==> src/rtl/byte_to_burst.sv <==
// rtl/byte_to_burst.sv - DDR read-path byte lane deserializer assembling 2/4/8-byte bursts into 64-bit words

package type_pkg;
   typedef enum logic [1:0] {
      TWO_BYTES   = 2'b00,
      FOUR_BYTES  = 2'b01,
      EIGHT_BYTES = 2'b10
   } burst_size_t;

   typedef enum logic [2:0] {
      RIDLE,
      RWAIT,
      RBURST12,
      RBURST4,
      RBURST6,
      RBURST8
   } read_burst_states_t;
endpackage

module byte_to_burst
   import type_pkg::*;
#(
   parameter int unsigned READ_LAT = 2
) (
   input  logic        clk,
   input  logic        n_rst,
   input  logic        rd_start,
   input  burst_size_t rburst_size,
   input  logic        r_dqs,
   input  logic [7:0]  ddr_byte,
   output logic [63:0] rdata,
   output logic        rdata_valid,
   output burst_size_t rdata_size,
   output logic        rdata_err,
   output logic        rd_busy,
   output logic        rd_overrun
);

   localparam logic [3:0] LAT_LOAD = 4'(READ_LAT - 1);

   read_burst_states_t state_q, state_d;
   burst_size_t        size_q, size_norm;
   logic [3:0]         lat_q;
   logic [63:0]        asm_q, asm_d;
   logic               err_q;
   logic [7:0]         lo_q;
   logic               dqs_q;

   logic               in_beat, last_beat, accept, reject;
   logic [1:0]         beat_idx;

   // Unknown size encodings fall back to the single-beat burst.
   always_comb begin
      case (rburst_size)
         FOUR_BYTES:  size_norm = FOUR_BYTES;
         EIGHT_BYTES: size_norm = EIGHT_BYTES;
         default:     size_norm = TWO_BYTES;
      endcase
   end

   always_ff @(posedge clk or negedge n_rst) begin
      if (!n_rst) state_q <= RIDLE;
      else        state_q <= state_d;
   end

   always_comb begin
      state_d   = state_q;
      in_beat   = 1'b0;
      last_beat = 1'b0;
      accept    = 1'b0;
      reject    = 1'b0;
      beat_idx  = 2'd0;
      case (state_q)
         RIDLE: begin
            if (rd_start) begin
               accept  = 1'b1;
               state_d = RWAIT;
            end
         end
         RWAIT: begin
            reject = rd_start;
            if (lat_q == 4'd0) state_d = RBURST12;
         end
         RBURST12: begin
            in_beat  = 1'b1;
            beat_idx = 2'd0;
            if (size_q == FOUR_BYTES || size_q == EIGHT_BYTES) state_d = RBURST4;
            else last_beat = 1'b1;
         end
         RBURST4: begin
            in_beat  = 1'b1;
            beat_idx = 2'd1;
            if (size_q == EIGHT_BYTES) state_d = RBURST6;
            else last_beat = 1'b1;
         end
         RBURST6: begin
            in_beat  = 1'b1;
            beat_idx = 2'd2;
            state_d  = RBURST8;
         end
         RBURST8: begin
            in_beat   = 1'b1;
            beat_idx  = 2'd3;
            last_beat = 1'b1;
         end
         default: state_d = RIDLE;
      endcase
      if (in_beat && !last_beat) reject = rd_start;
      if (last_beat) begin
         accept  = rd_start;
         state_d = rd_start ? RWAIT : RIDLE;
      end
   end

   // Low byte comes from the negedge register, high byte is on the lane at the closing posedge.
   always_comb begin
      asm_d = asm_q;
      asm_d[{beat_idx, 4'b0000} +: 16] = {ddr_byte, lo_q};
   end

   always_ff @(negedge clk or negedge n_rst) begin
      if (!n_rst) begin
         lo_q  <= 8'h00;
         dqs_q <= 1'b0;
      end else begin
         lo_q  <= ddr_byte;
         dqs_q <= r_dqs;
      end
   end

   always_ff @(posedge clk or negedge n_rst) begin
      if (!n_rst) begin
         size_q      <= TWO_BYTES;
         lat_q       <= 4'd0;
         asm_q       <= 64'd0;
         err_q       <= 1'b0;
         rdata       <= 64'd0;
         rdata_valid <= 1'b0;
         rdata_size  <= TWO_BYTES;
         rdata_err   <= 1'b0;
         rd_overrun  <= 1'b0;
      end else begin
         rdata_valid <= last_beat;
         rd_overrun  <= reject;
         if (state_q == RWAIT && lat_q != 4'd0) lat_q <= lat_q - 4'd1;
         if (in_beat) begin
            asm_q <= asm_d;
            if (!dqs_q) err_q <= 1'b1;
         end
         if (last_beat) begin
            rdata      <= asm_d;
            rdata_size <= size_q;
            rdata_err  <= err_q | ~dqs_q;
         end
         // A newly accepted burst overrides the beat update of a finishing one.
         if (accept) begin
            size_q <= size_norm;
            asm_q  <= 64'd0;
            err_q  <= 1'b0;
            lat_q  <= LAT_LOAD;
         end
      end
   end

   assign rd_busy = (state_q != RIDLE);

endmodule

==> config.mk <==
export PLATFORM = sky130hd
export DESIGN_NAME = byte_to_burst
export DESIGN_NICKNAME = d
export VERILOG_FILES = /design/src/rtl/byte_to_burst.sv
export SDC_FILE = /design/constraint.sdc
export NUM_CORES = 1
export LEC_CHECK = 0
export CAP_MARGIN = 0
export CELL_PAD_IN_SITES_DETAIL_PLACEMENT = 0
export CELL_PAD_IN_SITES_GLOBAL_PLACEMENT = 2
export CORE_MARGIN = 2
export CORE_UTILIZATION = 33
export CTS_CLUSTER_SIZE = 30
export DETAILED_ROUTE_END_ITERATION = 12
export HOLD_SLACK_MARGIN = 0.05
export PLACE_DENSITY_LB_ADDON = 0.2
export SETUP_SLACK_MARGIN = 0.4
export SLEW_MARGIN = 20
export SYNTH_ARGS = -nofsm -noshare
export SYNTH_HDL_FRONTEND = slang
export SYNTH_SLANG_ARGS = --single-unit
==> constraint.sdc <==
create_clock -name clk -period 2.04 [get_ports clk]
set_input_delay 0.408 -clock clk [delete_from_list [all_inputs] [get_ports clk]]
set_output_delay 0.408 -clock clk [all_outputs]
set_load 0.01 [all_outputs]
; Word-level counts from Yosys, hierarchy flattened
; Index checks and enable logic that the tools add are counted.
[totals]
in_bits = 14
reg_bits = 152
[op_classes]
n_mux = 26
n_reduce_logical = 13
shifts = 2
n_bitwise = 2
eq_ne = 15
add_sub_neg = 2
[ops]
columns = operator, n
row1 = $mux 64, 2
row2 = $bwmux 64, 1
row3 = $shift 16x8->64 const A, 1
row4 = $shiftx 16x8->64, 1
row5 = $pmux 3 s6, 1
row6 = $mux 3, 5
row7 = $mux 1, 12
row8 = $ne 3x3->1 const B, 4
row9 = $mux 4, 2
row10 = $neg 6->8, 1
row11 = $eq 3x2->1 const B, 2
row12 = $eq 3x3->1 const B, 2
row13 = $pmux 2 s3, 1
row14 = $reduce_and 5->1, 1
row15 = $eq 2x1->1 const B, 2
row16 = $eq 2x2->1 const B, 2
row17 = $logic_not 4->1, 1
row18 = $pmux 2 s2, 1
row19 = $reduce_bool 2->1, 2
row20 = $reduce_bool 4->1, 1
row21 = $reduce_or 4->1, 1
row22 = $sub 4x1->4 const B, 1
row23 = $eq 3x1->1 const B, 1
row24 = $logic_not 3->1, 1
row25 = other kinds (10), 11

; Longest topological paths before layout
; Gate-level depths: netlist (run 1).
[logic_depth]
ltp_word = 7
depth_mapped = 11

==> results.md, run 1 <==
- HP Class: primary input to async pin
- CP top delay family: multiplexers
- Layout cells sized above 1: 52.59%
- Outcome: finished, violations left
- Post-synthesis sequential area ratio: 54.21%
- Max_slew headroom: 66.68%
- Leakage: 5.332 nW
- Count leader, synth: dfrtp_1
- Reg2reg start: lo_q[2]
- # IOs: 84
- Die width: 149.8 um
- Final ANT Viol Nets: 0
- Cell chain of the critical path: and3_1 > mux2_4 > mux2_4
- CTS buffer count: 17
- Top cells by area, synth: dfrtp_1 (51%), mux2_1 (7.4%), a22oi_1 (3.4%)
- # H-tree levels: 4
- Initial DRC count: 427
- Pin count of the biggest net entering global routing: 38
- Cell mode on critical path: mux2_4
- Routed Wire Length: 24280 um
- Post-synth top area cell: dfrtp_1
- Slew @ Worst Pin: 0.4998 ns
- First-pass GRT wire length: 35140 um
- Die area: 22440 sq um
- Crit-path slowest cell: dfrtn_1
- Critical-path maximum fanout: 2
- Post-Layout Cell Count: 1144
- Final net count: 876
- Vias in the first global route: 6003
- Clk Latency, worst-skew pair: 0.44 ns
- Synthesized Nets: 667
- First-pass DRT Iterations: 4
- Total GRT Usage: 20.87%
- Routed vias/inst: 5.142
- Core area: 20960 sq um
- Ant diodes: 0
- Pre-CTS setup slack: -0.1722 ns
- Cell area after synthesis: 7017 sq um
- Hpwl dp: 13640 um
- Mapped Cells: 647
- WS Path Type: register to register
- CP Data Required Time: 2.35 ns
- Max stage delay on crit path: 0.41 ns
- # rows: 53
- Most frequent cells after synthesis: dfrtp_1 (143), nand2_1 (53), mux2_1 (46)
- Area post-placement: 9025 sq um
- Buf/Inv on CP: 0
- Initial antenna violation count: 0
- Area fraction of the dominant cell type after synthesis: 51.00%
- GRT overflow: 0
- Worst-path clk slew: 0.06 ns
- GP Congestion: 0.7892
- Top_reg_cell synth: dfrtp_1
- Max Cap Viol: 0
- Routed WL per cell: 21.22 um
- Syn_area_per_cell: 10.85 sq um
- Post-synth EDFFs: 0
- Asr flop ratio synth: 100.0%
- CTS tree: done
- CP endpoint kind: register
- Failing checks: setup timing
- Final slew viol count: 0
- Seq cells post-synth: 152
- Final Hold Fails: 0
- Setup crit start: lo_q[2]
- DRC violations left: 0
- Startpoint types: register
- Library cells used by synthesis: 49
- Unrepaired setup endpoints after global routing: true
- Final instance area: 11830 sq um
- PD cells: 1452 nW/um^2
- Hold_ws: 0.4078 ns
- Via count: 5882
- Fin Setup TNS: -2.921 ns
- Max VDD drop: 798.4 uV
- Arrival time worst endpoint: 2.54 ns
- Final setup vio count: 53
- Final worst-path setup slack: -0.1847 ns
- PortBufs: 83
- Total Power: 17.17 mW
- CTS Root Cell: clkbuf_16
- Clk buf depth: 2
- Ys Warns: 0
- Area Overhead vs Synth: 68.56%
- Fin util: 56.44%
- Die height: 149.8 um
- Placed Cells: 1012
- Clock skew: 0.03405 ns
- Initial Util: 33.48%
- Num Clock Sinks: 152
[sequential cells by signal, summed over array words and instances, names as in the netlist]
signal	cells
rdata	64
rd_overrun	1
rdata_valid	1
state_q	3
dqs_q	1
err_q	1
rdata_size	2
lat_q	4
asm_q	64
lo_q	8
rdata_err	1
size_q	2
[cells by family (layout without fill, tap and decap cells)]
kind of cell | Yosys count | count (layout) | share of synthesized area, %
adders and majority gates | 6 | 6 | 1.070
DFF | 152 | 152 | 54.21
and+or+nand+nor | 199 | 201 | 14.60
AOI/OAI and AO/OA | 125 | 126 | 11.50
buffers and inverters | 90 | 309 | 6.526
xor gates and xnor gates | 5 | 5 | 0.7313
muxes | 70 | 70 | 11.36
[layer usage]
layer,GRT usage [%],routed length (um),vias to the layer above
li1,-,-,2683
met1,27.95,10570,3007
met2,34.11,11890,153
met3,3.689,1162,39
met4,7.264,653,0
met5,0,0,-
[final timing paths]
| kind | end | slack, ns | depth (start not counted) |
|---|---|---|---|
| max reg2reg | rdata[2] | -0.18 | 3 |
| min | asm_q[15] | 0.41 | 2 |
| max in group asynchronous | lo_q[2] | 0.46 | 2 |
| min in group clk | rdata[63] | 0.49 | 1 |
| max | rdata[2] | -0.18 | 3 |
| min reg2reg | rdata[63] | 0.49 | 1 |
[layout by cell type, fill, tap and decap left out, drive strengths merged, types with 2 or more instances in the layout]
| cell type | Yosys | layout |
|---|---|---|
| and3b | 1 | 2 |
| nand2b | 24 | 24 |
| clkbuf | 18 | 27 |
| xnor2 | 2 | 2 |
| clkinvlp | 0 | 2 |
| nand3 | 19 | 20 |
| a21oi | 36 | 36 |
| dlygate4sd2 | 0 | 74 |
| dfrtp | 143 | 143 |
| o21a | 2 | 2 |
| dfrtn | 9 | 9 |
| nor3 | 17 | 17 |
| nand2 | 54 | 54 |
| or3b | 3 | 3 |
| o21ai | 3 | 4 |
| nor3b | 2 | 2 |
| a211oi | 2 | 2 |
| a22oi | 32 | 32 |
| buf | 33 | 149 |
| nor2b | 18 | 18 |
| bufbuf | 0 | 2 |
| mux2 | 68 | 68 |
| ha | 6 | 6 |
| mux2i | 2 | 2 |
| clkdlybuf4s50 | 0 | 6 |
| clkinv | 0 | 2 |
| and3 | 17 | 17 |
| o22ai | 32 | 32 |
| inv | 39 | 44 |
| xor2 | 3 | 3 |
| nor2 | 38 | 38 |
| a31oi | 16 | 16 |
[timing repair]
item,4_1_cts,5_1_grt
setup buffers,43,38
gates cloned,11,7
pin swaps,28,36
endpoints found under the setup margin,214,142
hold endpoints to repair,6,0
hold buffers,1,0
gates resized for setup,241,69
[report_power, final]
group | total, mW | switching, mW | internal [mW] | leakage, nW
clock network | 3.18 | 1.34 | 1.83 | 0.285
registers | 3.99 | 0.366 | 3.63 | 2.02
logic | 10.0 | 4.56 | 5.44 | 3.02
[area by class of cell]
cell class,count,area [sq um]
Inverter,39,148.9
Timing Repair Buffer,238,2739
Clock inverter,10,106.4
Clock buffer,22,484.2
Sequential cell,152,3806
Tap cell,275,344.1
Fill cell,1772,9128
Multi-Input combinational cell,408,4199
No activity file was read; power rests on OpenSTA's default activity.
==> run 2, diff against run 1 <==
--- a/config.mk
+++ b/config.mk
@@ -10,10 +10,12 @@
 export CELL_PAD_IN_SITES_GLOBAL_PLACEMENT = 2
 export CORE_MARGIN = 2
 export CORE_UTILIZATION = 33
+export CTS_BUF_LIST = sky130_fd_sc_hd__clkbuf_4 sky130_fd_sc_hd__clkbuf_8 sky130_fd_sc_hd__clkbuf_16
 export CTS_CLUSTER_SIZE = 30
 export DETAILED_ROUTE_END_ITERATION = 12
 export HOLD_SLACK_MARGIN = 0.05
 export PLACE_DENSITY_LB_ADDON = 0.2
+export RECOVER_POWER = 100
 export SETUP_SLACK_MARGIN = 0.4
 export SLEW_MARGIN = 20
 export SYNTH_ARGS = -nofsm -noshare
==> run 2 against run 1 <==
Compared with the run above:
- global-route usage grew 0.24 points
- register-to-register slack better by 0.02 ns
- non-clock buffer count up 10
- total power rose by 1.0%
- first-iteration DRC count is 14% lower
- final cell count grew 0.79%
- sequential share of layout area down 0.20 points
- flip-flop and latch count did not move
- the flow still finishes with violations (setup timing)
- sequential power about the same
- final area grew 0.61%
- critical endpoint unchanged
- largest power group unchanged
- critical path depth unchanged
==> results.md, run 2 (synthesized netlist as in run 1, its figures left out) <==
- Routed vias/inst: 5.139
- Die height: 149.8 um
- Max stage delay on crit path: 0.40 ns
- GP Congestion: 0.7892
- PortBufs: 83
- Final slew viol count: 0
- # fillers: 1767
- Routed Wire Length: 24330 um
- GRT overflow: 0
- Total Power: 17.35 mW
- Final ANT Viol Nets: 0
- Num Clock Sinks: 152
- Cell chain of the critical path: and3_1 > mux2_4 > mux2_4
- Biggest regs: asm_q: 64 flops, rdata: 64 flops, lo_q: 8 flops
- Initial Util: 33.48%
- CTS buffer count: 17
- Clock skew: 0.03176 ns
- Clk Latency, worst-skew pair: 0.43 ns
- Core area: 20960 sq um
- Initial DRC count: 368
- DRC violations left: 0
- PD cells: 1458 nW/um^2
- First-pass GRT wire length: 35470 um
- Slew @ Worst Pin: 0.9846 ns
- Hold_ws: 0.4068 ns
- WS Path Type: register to register
- Hpwl dp: 13640 um
- Reg2Reg Setup Slack: -0.17 ns
- Worst-path clk slew: 0.06 ns
- Commonest cells after routing, fill and taps aside: dfrtp_1 (141), dlygate4sd2_1 (74), buf_4 (65)
- Fin util: 56.79%
- Routed WL per cell: 21.10 um
- Die width: 149.8 um
- Crit-path slowest cell: dfrtn_1
- Cell mode on critical path: mux2_4
- Leakage: 5.384 nW
- Initial antenna violation count: 0
- Final Hold Fails: 0
- CTS Root Cell: clkbuf_16
- # rows: 53
- CP Data Required Time: 2.35 ns
- Pin count of the biggest net entering global routing: 38
- CTS tree: done
- Critical path depth: 3
- Via count: 5925
- Area Overhead vs Synth: 69.60%
- Outcome: finished, violations left
- Vias in the first global route: 6023
- Max_slew headroom: 34.36%
- Clk buf depth: 2
- Reg2reg start: lo_q[2]
- Max Cap Viol: 0
- Startpoint types: register
- First-pass DRT Iterations: 4
- Arrival time worst endpoint: 2.52 ns
- Layout cells sized above 1: 53.19%
- Failing checks: setup timing
- Buf/Inv on CP: 0
- Max VDD drop: 825.6 uV
- CP top delay family: multiplexers
- Final setup vio count: 85
- CP endpoint kind: register
- Most common cell after layout, fill and taps aside: dfrtp_1
- Total GRT Usage: 21.11%
- Unrepaired setup endpoints after global routing: true
- Die area: 22440 sq um
- # IOs: 84
- Critical-path maximum fanout: 2
- R2r endpoint: rdata[2]
- Ant diodes: 0
- Final worst-path setup slack: -0.1672 ns
- Final net count: 885
- # H-tree levels: 4
- Register-to-Register Path Depth: 3
- HP Class: primary input to async pin
run 2: power by group:
part	internal [mW]	total (mW)	leakage (nW)	switching, mW
clock network	1.85	3.20	0.288	1.35
logic	5.55	10.2	3.07	4.60
registers	3.63	4.00	2.02	0.370
run 2: stage by stage:
stage	cells	worst slack (ns)	instance area, sq um	setup TNS (ns)
floorplan	647	-0.08484	7821	-0.8148
global placement	1012	-0.1702	9025	-3.366
detailed placement	1012	-0.1722	9025	-4.422
CTS	1102	-0.1540	11140	-2.080
global route	1153	-0.1778	11900	-10.34
finish	1153	-0.1672	11900	-4.126
run 2: cell type report:
type	instances	area (sq um)	area share, %
Inverter	39	148.9	1.251
Timing Repair Buffer	248	2788	23.43
Sequential cell	152	3806	31.98
Multi-Input combinational cell	407	4219	35.45
Tap cell	275	344.1	2.891
Clock buffer	22	488.0	4.101
Clock inverter	10	106.4	0.8937
run 2: layer usage:
| metal | wire [um] | global-route usage (%) | vias to the layer above |
|---|---|---|---|
| met5 | 0 | 0 | - |
| met4 | 722 | 7.453 | 0 |
| met3 | 921 | 3.841 | 42 |
| met2 | 12070 | 34.50 | 126 |
| met1 | 10620 | 28.17 | 3058 |
| li1 | - | - | 2699 |
run 2: how the worst max path moves through the flow:
stage            start         to  slack (ns)
6_report       lo_q[2]   rdata[2]       -0.17
5_1_grt        lo_q[2]  asm_q[34]       -0.18
4_1_cts        lo_q[2]   rdata[2]       -0.15
3_5_place_dp   lo_q[2]   rdata[2]       -0.17
3_3_place_gp   lo_q[2]   rdata[2]       -0.17
2_1_floorplan  lo_q[2]   rdata[2]       -0.08
run 2: repair_timing:
action	CTS	global route
hold buffers	1	0
resized for setup	249	81
buffers inserted	44	46
pin swaps	27	50
setup endpoints to repair	214	142
gates cloned	13	5
endpoints found under the hold margin	6	0
==> run 3, diff against run 2 <==
--- a/config.mk
+++ b/config.mk
@@ -5,14 +5,17 @@
 export SDC_FILE = /design/constraint.sdc
 export NUM_CORES = 1
 export LEC_CHECK = 0
+export ABC_AREA = 1
 export CAP_MARGIN = 0
 export CELL_PAD_IN_SITES_DETAIL_PLACEMENT = 0
 export CELL_PAD_IN_SITES_GLOBAL_PLACEMENT = 2
+export CORE_ASPECT_RATIO = 0.7
 export CORE_MARGIN = 2
 export CORE_UTILIZATION = 33
 export CTS_BUF_LIST = sky130_fd_sc_hd__clkbuf_4 sky130_fd_sc_hd__clkbuf_8 sky130_fd_sc_hd__clkbuf_16
 export CTS_CLUSTER_SIZE = 30
 export DETAILED_ROUTE_END_ITERATION = 12
+export DONT_BUFFER_PORTS = 1
 export HOLD_SLACK_MARGIN = 0.05
 export PLACE_DENSITY_LB_ADDON = 0.2
 export RECOVER_POWER = 100
==> run 3 against run 2 <==
Compared with the run above:
- the run ends with hold timing, setup timing left
- global-route usage increased by 1.6 points
- critical path depth increased by 4
- register-to-register slack improved by 0.08 ns
- worst hold slack got worse by 0.74 ns
- via count increased by 8.9%
- critical endpoint is now asm_q[39]
- synthesized cell count increased by 49%
- non-clock buffer count decreased by 127
- first-iteration DRC count increased by 36%
- critical path type unchanged
- core utilization decreased by 7.0 points
- count of clock-buffer cells in the layout unchanged
- clock power increased by 6%
- flip-flop and latch count unchanged
==> results.md, run 3 <==
- Outcome: finished, violations left
- Failing checks: hold timing, setup timing
- Syn_area_per_cell: 7.563 sq um
- Final ANT Viol Nets: 0
- Routed Wire Length: 26130 um
- Final setup vio count: 16
- CP endpoint kind: register
- CTS tree: done
- Via count: 6452
- Leakage: 5.709 nW
- Slew @ Worst Pin: 1.046 ns
- Routed WL per cell: 19.31 um
- Met3 WL post-DR: 1208 um
- Hpwl dp: 13670 um
- Top cells by area, synth: dfrtp_1 (49%), nand2_1 (23%), nor2_1 (5.2%)
- Mux contribution to synthesized area: 0%
- Hold_ws: -0.3342 ns
- Cell area after synthesis: 7313 sq um
- Crit-path slowest cell: dfrtn_1
- Layout cells sized above 1: 37.91%
- Die height: 128.6 um
- Fin util: 49.79%
- Seq cells post-synth: 152
- First-pass DRT Iterations: 5
- Post-synthesis sequential area ratio: 52.01%
- Library cells used by synthesis: 29
- Post-Synth Adder-Cell Area: 1.027%
- PortBufs: 0
- Max VDD drop: 889.8 uV
- Mapped Cells: 967
- Post-Layout Cell Count: 1353
- Max stage delay on crit path: 0.40 ns
- Initial DRC count: 502
- Cell mode on critical path: nand2_1
- Routed vias/inst: 4.769
- PD cells: 1846 nW/um^2
- Most frequent cells after synthesis: nand2_1 (455), dfrtp_1 (143), nor2_1 (102)
- Asr flop ratio synth: 100.0%
- Critical-path maximum fanout: 3
- Cell chain of the critical path: inv_2 > nor2_4 > buf_4 > nand2_1 > nand3_1 > nand2_1 > nor2_1
- Clk Latency, worst-skew pair: 0.43 ns
- CP top delay family: simple AND/OR/NAND/NOR gates
- Core area: 21730 sq um
- Synth Area in Compound Gates: 2.583%
- Post-synth top area cell: dfrtp_1
- Unrepaired setup endpoints after global routing: true
- Most common cell after layout, fill and taps aside: nand2_1
- Placed Cells: 1230
- Total GRT Usage: 22.69%
- Commonest cells after routing, fill and taps aside: nand2_1 (327), dfrtp_1 (142), nand2_2 (91)
- Metal-1 WL: 12930 um
- Startpoint types: register
- Worst-path clk slew: 0.07 ns
- Max Cap Viol: 0
- WS Path Type: register to register
- # rows: 45
- Simple-gate share of the synthesized area: 38.17%
- Multi-input logic area: 4161 sq um
- Hold Buf Count CTS: 1
- # IOs: 84
- DRC violations left: 0
- Buf/Inv on CP: 2
- GRT overflow: 0
- Die area: 23390 sq um
- Clk buf depth: 2
- Final Hold Fails: 143
- Num Clock Sinks: 152
- Synthesized Nets: 987
- Final worst-path setup slack: -0.08538 ns
- CTS buffer count: 17
- Arrival time worst endpoint: 2.49 ns
- Ys Warns: 0
- Area fraction of the dominant cell type after synthesis: 48.93%
- Biggest regs: asm_q: 64 flops, rdata: 64 flops, lo_q: 8 flops
- XOR/XNOR Fraction of Synth Area: 0%
- Top_reg_cell synth: dfrtp_1
- # fillers: 2072
- Register Area: 3805 sq um
- GP Congestion: 0.8164
- Initial Util: 33.65%
- Top routing layer used: met4
- Vias in the first global route: 6350
- Ant diodes: 0
- First-pass GRT wire length: 39260 um
- Initial antenna violation count: 0
- CTS Root Cell: clkbuf_16
- Count leader, synth: nand2_1
- Die width: 181.9 um
- CP Data Required Time: 2.40 ns
- Final net count: 1078
- Area Overhead vs Synth: 47.97%
- Pre-CTS setup slack: -0.09411 ns
- Final slew viol count: 0
- Pin count of the biggest net entering global routing: 153
- Clock skew: 0.03166 ns
- Post-synth EDFFs: 0
- Max_slew headroom: 30.04%
- # H-tree levels: 4
- HP Class: primary input to async pin
- DR WL met2: 11490 um
- Largest family of logic cells by synthesized area: simple AND/OR/NAND/NOR gates
[run 3: final cells by class]
cell class | count | share of cell area, %
flip-flops and latches | 152 | 35.16
inverters | 56 | 2.174
repair buffers | 121 | 15.18
clock buffers | 22 | 4.451
well taps | 282 | 3.260
multi-input cells | 710 | 38.46
clock inverters | 10 | 1.318
[run 3: logic make-up after synthesis]
group	count (synthesis)
fa+ha+maj	6
compound gates	29
flops	152
buf+inv	106
simple gates	674
[run 3: worst paths after layout]
kind / cells after the start / slack, ns / end / from
hold / removal: 0 / -0.33 / rdata_valid / n_rst
setup / recovery: 7 / -0.09 / asm_q[39] / lo_q[7]
min in group clk: 2 / 0.11 / size_q[1] / rd_start
setup reg to reg: 7 / -0.09 / asm_q[39] / lo_q[7]
hold reg to reg: 2 / 0.50 / size_q[0] / size_q[0]
max in group asynchronous: 0 / 1.19 / lo_q[5] / n_rst
[run 3: power breakdown]
| part | internal [mW] | switching [mW] |
|---|---|---|
| combinational | 5.07 | 6.62 |
| clock | 2.06 | 1.34 |
| sequential | 4.06 | 0.821 |
| total | 11.2 | 8.78 |
[run 3: routing by layer]
layer / vias up / track usage (%)
li1: 3170 / -
met1: 3100 / 32.15
met2: 145 / 34.14
met3: 37 / 5.774
met4: 0 / 7.211
met5: - / 0
[run 3: what timing repair did]
item	CTS	global route
setup buffers	46	21
gates cloned	21	2
pin swaps	108	122
endpoints found under the hold margin	158	143
resized for setup	191	161
endpoints found under the setup margin	140	141
[run 3: metrics by stage]
step / setup TNS (ns) / area [sq um] / power [mW]
CTS: -0.08008 / 10160 / 18.85
global placement: -0.6535 / 7940 / 11.89
floorplan: 0 / 7548 / 9.829
detailed placement: -0.6719 / 7940 / 11.88
finish: -0.6022 / 10820 / 19.97
global route: -6.136 / 10820 / 21.20
